--- config.mk ---
export PLATFORM = sky130hd
export DESIGN_NAME = pwm_multi
export DESIGN_NICKNAME = d
export VERILOG_FILES = /design/src/rtl/pwm_pkg.sv /design/src/rtl/pwm_timebase.sv /design/src/rtl/pwm_multi.sv
export SDC_FILE = /design/constraint.sdc
export NUM_CORES = 1
export LEC_CHECK = 0
export ABC_CLOCK_PERIOD_IN_PS = 1930
export BUFFER_PORTS_ARGS = -buffer_cell sky130_fd_sc_hd__buf_2
export CAP_MARGIN = 15
export CORE_ASPECT_RATIO = 0.9
export CORE_MARGIN = 5
export CORE_UTILIZATION = 52
export DETAILED_ROUTE_END_ITERATION = 6
export GPL_ROUTABILITY_DRIVEN = 0
export PLACE_DENSITY = 0.73
export SLEW_MARGIN = 25
export SYNTH_ARGS = -nofsm -noshare
export SYNTH_HDL_FRONTEND = slang
export SYNTH_SLANG_ARGS = --single-unit
--- constraint.sdc ---
create_clock -name clk -period 1.93 [get_ports clk]
set_clock_uncertainty 0.05 [all_clocks]
set_input_delay 0.2895 -clock clk [delete_from_list [all_inputs] [get_ports clk]]
set_output_delay 0.2895 -clock clk [all_outputs]
set_load 0.01 [all_outputs]
--- src/rtl/pwm_pkg.sv ---
// Shared types for the PWM generator family: output alignment mode and
// timebase count direction.
package pwm_pkg;

  typedef enum logic {PWM_EDGE, PWM_CENTER} pwm_mode_t;
  typedef enum logic {DIR_UP, DIR_DOWN} pwm_dir_t;

endpackage

--- src/rtl/pwm_timebase.sv ---
// Shared PWM timebase: up-counter (edge) or up/down counter (center) with a
// period-boundary strobe and the mode latched at that boundary.
module pwm_timebase
  import pwm_pkg::*;
#(
  parameter int WIDTH = 8
) (
  input  logic             clk,
  input  logic             rst,
  input  logic             en,
  input  logic             mode,
  output logic [WIDTH-1:0] count,
  output pwm_dir_t         dir,
  output pwm_mode_t        mode_act,
  output logic             run,
  output logic             boundary
);

  localparam logic [WIDTH-1:0] MAX = '1;
  localparam logic [WIDTH-1:0] ONE = WIDTH'(1);

  logic             en_d;
  logic [WIDTH-1:0] count_nxt;
  pwm_dir_t         dir_nxt;
  pwm_mode_t        mode_nxt;

  always_ff @(posedge clk) begin
    if (rst) begin
      count    <= '0;
      dir      <= DIR_UP;
      mode_act <= PWM_EDGE;
      en_d     <= 1'b0;
    end else begin
      count    <= count_nxt;
      dir      <= dir_nxt;
      mode_act <= mode_nxt;
      en_d     <= en;
    end
  end

  // The first enabled edge after a parked cycle restarts the period, so the
  // compare stage only runs once the timebase has actually left the park state.
  always_comb begin
    count_nxt = count;
    dir_nxt   = dir;
    mode_nxt  = mode_act;
    boundary  = 1'b0;
    run       = en && en_d;
    if (!en) begin
      count_nxt = '0;
      dir_nxt   = DIR_UP;
    end else if (!en_d) begin
      boundary  = 1'b1;
      count_nxt = '0;
      dir_nxt   = DIR_UP;
    end else if (mode_act == PWM_EDGE) begin
      count_nxt = count + ONE;
      dir_nxt   = DIR_UP;
      boundary  = (count == MAX);
    end else if (dir == DIR_UP) begin
      if (count == MAX) dir_nxt = DIR_DOWN;
      else              count_nxt = count + ONE;
    end else begin
      if (count == '0) begin
        dir_nxt  = DIR_UP;
        boundary = 1'b1;
      end else begin
        count_nxt = count - ONE;
      end
    end
    if (boundary) mode_nxt = pwm_mode_t'(mode);
  end

endmodule

--- src/rtl/pwm_multi.sv ---
// Multi-channel PWM generator: one shared timebase, double-buffered duty per
// channel loaded at the period boundary, registered outputs for the pads.
module pwm_multi
  import pwm_pkg::*;
#(
  parameter int WIDTH    = 8,
  parameter int CHANNELS = 4
) (
  input  logic                      clk,
  input  logic                      rst,
  input  logic                      en,
  input  logic                      mode,
  input  logic [CHANNELS*WIDTH-1:0] sample,
  input  logic                      sample_valid,
  output logic [CHANNELS-1:0]       pwm_out,
  output logic                      period_start
);

  logic [WIDTH-1:0] count;
  pwm_dir_t         dir;
  pwm_mode_t        mode_act;
  logic             run;
  logic             boundary;

  // Center-aligned pulses are placed around the count=MAX turnaround by
  // comparing against the mirrored count (MAX - count).
  function automatic logic duty_hit(input logic [WIDTH-1:0] cnt,
                                    input logic [WIDTH-1:0] duty,
                                    input pwm_mode_t        m);
    logic [WIDTH-1:0] pos;
    pos = (m == PWM_CENTER) ? ~cnt : cnt;
    return pos < duty;
  endfunction

  pwm_timebase #(.WIDTH(WIDTH)) u_timebase (
    .clk      (clk),
    .rst      (rst),
    .en       (en),
    .mode     (mode),
    .count    (count),
    .dir      (dir),
    .mode_act (mode_act),
    .run      (run),
    .boundary (boundary)
  );

  // Stage p1: compare result registered onto the pins.
  always_ff @(posedge clk) begin
    if (rst) period_start <= 1'b0;
    else     period_start <= run && (count == '0) && (dir == DIR_UP);
  end

  for (genvar k = 0; k < CHANNELS; k++) begin : g_ch
    logic [WIDTH-1:0] shadow;
    logic [WIDTH-1:0] duty;
    logic             pwm_p1;

    always_ff @(posedge clk) begin
      if (rst) begin
        shadow <= '0;
        duty   <= '0;
        pwm_p1 <= 1'b0;
      end else begin
        if (sample_valid) shadow <= sample[k*WIDTH +: WIDTH];
        if (boundary)     duty   <= sample_valid ? sample[k*WIDTH +: WIDTH] : shadow;
        pwm_p1 <= run && duty_hit(count, duty, mode_act);
      end
    end

    assign pwm_out[k] = pwm_p1;
  end

endmodule

Word-level counts from Yosys, hierarchy flattened:

Index checks and enable logic that the tools add are counted.

* register bits: 80
* input port bits: 37
* output and inout bits: 5
* logic and storage cells: 59

* add/sub/neg operators: 2
* $lt $le $gt $ge: 4
* equal/unequal tests: 3
* mux-type cells: 17
* bitwise logic cells: 5
* reduce and logical (&&, ||, !) cells: 11

Operators with widths (count)
* two-way mux 8 bit: 9
* < comparator 8 bit: 4
* adder 8 x 1 -> 8 bit (second input constant): 1
* == test 8 bit (second input constant): 1
* logical NOT 8 bit: 1
* two-way mux 1 bit: 8
* inverter 8 bit: 1
* subtractor 8 x 1 -> 8 bit (second input constant): 1
* logical AND 1 bit: 7
* inverter 1 bit: 4
* OR reduction 4 bit: 1
* != test 3 x 2 -> 1 bit (second input constant): 1
* != test 3 bit (second input constant): 1
* OR reduction 3 bit: 1
* AND reduction 2 bit: 1

Longest topological paths before layout:

* depth in word-level cells: 6
* depth in mapped cells: 9
* depth with buffers taken out: 7

Cells and area by module:

Synthesis repeated with hierarchy kept, for this count alone.

* cell total of the unflattened synthesis: 417
* area total of the unflattened synthesis: 3847.4 µm²

By module, submodules not included
* pwm_multi: times used 1, cells each 334, area an instance 3184.3 µm², seq. area each 1381.3 µm²
* pwm_timebase: times used 1, cells each 83, area an instance 663.1 µm², seq. area each 220.2 µm²

Least setup slack after synthesis:

Ideal clock, no wire load.

* kind: register to register
* start: register u_timebase.mode_act
* end: register g_ch[3].pwm_p1
* library setup time: 74 ps
* arrival time: 1996 ps
* required time: 1806 ps
* slack: -191 ps
* cell stages (with the launch flop): 10
* buffers on the path: 2
* period minus slack after synthesis: 2121 ps
* cell sequence: dfxtp_1 > clkbuf_1 > buf_1 > xor2_1 > ha_1 > nand2_1 > a21oi_1 > a211oi_1 > o21ai_0 > a31oi_1

* cells in the longest elaborated chain, start to end: 3

Ends and longest elaborated chain
* start: declaration: RTL line pwm_timebase.sv:14 `output pwm_mode_t mode_act,`
* start signal: assignment: RTL line pwm_timebase.sv:36 `mode_act <= mode_nxt;`
* two-way mux 8 bit: RTL line pwm_multi.sv:31 `pos = (m == PWM_CENTER) ? ~cnt : cnt;`
* < comparator 8 bit: RTL line pwm_multi.sv:32 `return pos < duty;`
* logical AND 1 bit: RTL line pwm_multi.sv:66 `pwm_p1 <= run && duty_hit(count, duty, mode_act);`
* end signal: assignment: RTL line pwm_multi.sv:66
* end: declaration: RTL line pwm_multi.sv:56 `logic pwm_p1;`

No other way between the ends.
A chain may end at the register's enable or synchronous reset.

Worst setup path after layout:

* start: register u_timebase.count[2]
* end: register u_timebase.count[5]

* cells in the longest elaborated chain, start to end: 4
* elaborated cells on any way between the ends: 11
* those cells by class: add/sub: 2; eq/ne: 3; mux: 4; reduce/logical: 2

Ends and longest elaborated chain
* start: declaration: RTL line pwm_timebase.sv:12 `output logic [WIDTH-1:0] count,`
* start signal: assignment: RTL line pwm_timebase.sv:34 `count <= count_nxt;`
* adder 8 x 1 -> 8 bit or subtractor 8 x 1 -> 8 bit (tied branches): RTL line pwm_timebase.sv:57, pwm_timebase.sv:62, pwm_timebase.sv:68
* two-way mux 8 bit (on tied branches): RTL line pwm_timebase.sv:61, pwm_timebase.sv:64
* two-way mux 8 bit: RTL line pwm_timebase.sv:60 `end else if (dir == DIR_UP) begin`
* two-way mux 8 bit: RTL line pwm_timebase.sv:56 `end else if (mode_act == PWM_EDGE) begin`

Several ways; a longest one is shown, not always the timed one. The select of a mux whose other input is x is not followed.

==> results.txt <==
For the hold buffer count at cts, the log shows 0. In the synthesized netlist the async set-or-reset flop fraction comes to 0%. The arrival time at the worst endpoint is 2.24 ns.

The die covers 0.00887 sq mm. The finished cells cover 0.00484 sq mm. The count of input and output buffers works out to 41. The largest net degree at the start of global routing was 35; the clock transition at the registers of the reported paths was 0.07 ns. sky130_fd_sc_hd__dfxtp_1 takes more of the synthesized area than any other cell. In the routed layout, each cell is associated on average with a via count of 5.50.

In this run, synthesis produced a sequential element count of 80. For the final-report max-slew violation count, the log shows 0. The count of final hold-check violations is 0. The global route total overflow was 0; the stage delay of the slowest cell on the critical path was 0.53 ns. The overall power of the completed layout came out at 3.60 mW. The initial antenna violation count is 0.

The count of nets left with antenna violations once routing finished came out at 0. Counting every net in the synthesized netlist gives 445. The logs give 66.9% for the worst slew margin relative to its limit and 69.5% for the final cell utilization of the core.

The data required time of the worst path came out at 2.14 ns. Setup repair after global routing could not meet its margin everywhere. Measured along the y axis, the die boundary spans 89.9 um. For this run, design rule violations remaining after detail routing come to 0. Slowest library cell on the worst path: sky130_fd_sc_hd__or4_4.

The buffer depth of the longest clock path is 2. The run gives 3091 as the via count of the first global-routing pass. Detailed placement ended at an HPWL of 5.68 mm. In the final layout, the multi-input gates occupy 0.00208 sq mm. The per-cell routed wire length was 16.1 um. The min-delay analysis places its worst path in the category primary input to register.

In this run the static leakage power is 2.15 nW. The clock buffer count from CTS is 9, and the H-tree depth is 3. The run gives 14.1 mm as the global-route wire length before repair. The critical path is of the register to register type. Once the floorplan was initialized, standard cells occupied 52.9% of the core. The tree is rooted in a sky130_fd_sc_hd__clkbuf_8.

The worst path setup slack after routing is -0.0970 ns. The floorplan step defined a core boundary enclosing 0.00697 sq mm. From left edge to right edge, the die measures 98.7 um. The run gives 0.0702 ns as the worst hold margin. In the synthesized netlist, the number of instances is 377. The run gives 128 as the number of violations reported at the end of detailed-routing iteration 0. In the synthesized netlist the dominant register cell turns out to be sky130_fd_sc_hd__dfxtp_1. 42 I/O pins were placed. Sorting the synthesized cells by area gives the leading types as sky130_fd_sc_hd__dfxtp_1 43%, sky130_fd_sc_hd__ha_1 11%, sky130_fd_sc_hd__mux2i_1 8.7%. Clock latency on the worst-skew pair, taken at its later pin, is 0.36 ns. Cells with a size suffix above 1 make up 32.6% of the layout. For the worst-case vdd ir drop, the log shows 0.594 mV.

The flow ran to the end, but the final reports show violations. The run gives 8.91 mm as the total detailed-routing wirelength. Counting I/O delays and the setup requirement, the final critical path takes 2.03 ns. The first detailed-routing pass took 4 iterations.

For the number of placement rows, the log shows 29. The slew at the pin closest to its max-slew limit works out to 0.497 ns. TritonCTS built the clock tree. For the highest achievable clock rate, the log shows 0.493 GHz.

The critical path goes through or4_4 > or4_4 > a21oi_4 > a21oi_2 > a311oi_1. The tools report the critical path startpoint category as a register. The number of antenna diodes in the final layout is 0. Synthesis warning total: 0.

The synthesized design contains 0 enable-type register cells. Once placement finished, the instance area stood at 0.00426 sq mm. The fraction of the yosys area taken by sequential cells came out at 43.4%. The power per standard cell area is 744 mW/mm^2, and the area growth from synthesis to layout is 31.4%. After filler insertion, the fill cell instance count of the layout stands at 550. Counting every sink on the clock net gives 80. In this run the worst path has a maximum fanout of 4. The number of max-capacitance violations reported was 0. Setup violations remaining at the end of the flow were counted as 35.

The logs give 0.00369 sq mm for the summed instance area of the synthesized netlist and 40 for the count of unique library cells instantiated by Yosys. The number of vias in the routed layout is 3040. In the global route stage, overall resource usage came out at 19.4%. The proportion of netlist area held by the largest area contributor is 43.4%, and the net total in the final layout is 523. Among the stages of the critical path, the cell type that occurs most often is sky130_fd_sc_hd__or4_4.

Capturing element type of the critical path: a register. In this run the mean area of a mapped cell was 9.78 sq um. In the final layout, flip-flops and latches occupy 0.00161 sq mm.

The checks that failed: setup timing. The final critical path takes up 105% of the cycle.
## metrics by stage
| step | setup WS [ns] | TNS (ns) | std cells |
|---|---|---|---|
| after detailed placement | -0.125 | -2.72 | 528 |
| after global routing | -0.175 | -5.35 | 553 |
| final | -0.0970 | -2.40 | 553 |
| after global placement | -0.0975 | -2.30 | 528 |
| after floorplan | -0.0621 | -0.755 | 377 |
| after CTS | -0.0607 | -1.07 | 550 |
## area by class of cell
class,count,area share (%)
well taps,93,2.40
clock inverters,4,1.11
multi-input cells,238,42.9
flip-flops and latches,80,33.3
inverters,31,2.51
clock buffers,12,3.00
repair buffers,95,14.8
## layout by cell type, fill, tap and decap left out, types with 5 or more instances in the layout
cell type	instances
sky130_fd_sc_hd__nor2_1	42
sky130_fd_sc_hd__ha_1	22
sky130_fd_sc_hd__dfxtp_1	75
sky130_fd_sc_hd__a22o_1	32
sky130_fd_sc_hd__mux2i_1	32
sky130_fd_sc_hd__xor2_1	7
sky130_fd_sc_hd__buf_4	44
sky130_fd_sc_hd__a21oi_1	6
sky130_fd_sc_hd__xnor2_1	5
sky130_fd_sc_hd__buf_2	41
sky130_fd_sc_hd__inv_1	29
sky130_fd_sc_hd__nand3_1	8
sky130_fd_sc_hd__nand2_1	12
sky130_fd_sc_hd__clkbuf_8	10
sky130_fd_sc_hd__ha_4	8
sky130_fd_sc_hd__a31oi_1	8
## power breakdown
part / total (mW) / internal (mW) / switching (mW)
Combinational: 0.601 / 0.302 / 0.299
Sequential: 1.77 / 1.73 / 0.0385
Clock: 1.23 / 0.636 / 0.599
Total: 3.60 / 2.67 / 0.936
## metal layers
metal  global-route usage (%)  up-vias  part of all wire [%]
met2                     32.5       81                    50
met1                     23.2     1448                    43
met5                        0        -                     0
li1                         -     1492                     -
met4                     7.05        0                   2.0
met3                     6.11       19                   5.7
## state kept, by name, indices dropped and copies added (netlist names)
| signal | flops |
|---|---|
| u_timebase.dir | 1 |
| g_ch.shadow | 32 |
| u_timebase.mode_act | 1 |
| g_ch.pwm_p1 | 4 |
| u_timebase.en_d | 1 |
| g_ch.duty | 32 |
| period_start | 1 |
| u_timebase.count | 8 |
## cells by family after synthesis
kind of cell               Yosys count  share of synthesized area (%)
xor gates and xnor gates            14                           3.33
AOI/OAI and AO/OA                   80                           16.7
buffers and inverters               59                           7.06
DFF                                 80                           43.4
and+or+nand+nor                     81                           10.3
adders and majority gates           31                           10.5
muxes                               32                           8.69
## worst max-delay path, delay by kind of cell (launching register included)
family           cells  cell delay, ns
AND/OR/NAND/NOR      2            1.04
AO/OA/AOI/OAI        3            0.49
flip-flops           1            0.36
## Yosys cell counts (8+ instances only)
library cell               count
sky130_fd_sc_hd__a21oi_1      10
sky130_fd_sc_hd__mux2i_1      32
sky130_fd_sc_hd__nand2_1      13
sky130_fd_sc_hd__dfxtp_1      80
sky130_fd_sc_hd__nor2_1       43
sky130_fd_sc_hd__inv_1        31
sky130_fd_sc_hd__clkbuf_1      9
sky130_fd_sc_hd__a22o_1       32
sky130_fd_sc_hd__ha_1         31
sky130_fd_sc_hd__xor2_1        8
sky130_fd_sc_hd__nand3_1       8
sky130_fd_sc_hd__a31oi_1       8
## path summary, 6_finish.rpt
check,slack (ns),cells after the start,end,from
worst max-delay path,-0.1,5,u_timebase.count[5],u_timebase.count[2]
worst min-delay path,0.07,2,u_timebase.en_d,rst
worst max register to register,-0.1,5,u_timebase.count[5],u_timebase.count[2]
worst min register to register,0.43,1,g_ch[2].duty[2],g_ch[2].duty[2]
## repair_timing
action / 4_1_cts / 5_1_grt
gates cloned: 2 / 1
gates resized for setup: 24 / 33
endpoints found under the setup margin: 40 / 44
buffers inserted: 4 / 2
pin swaps: 13 / 31
(Power assumes the default switching activity.)
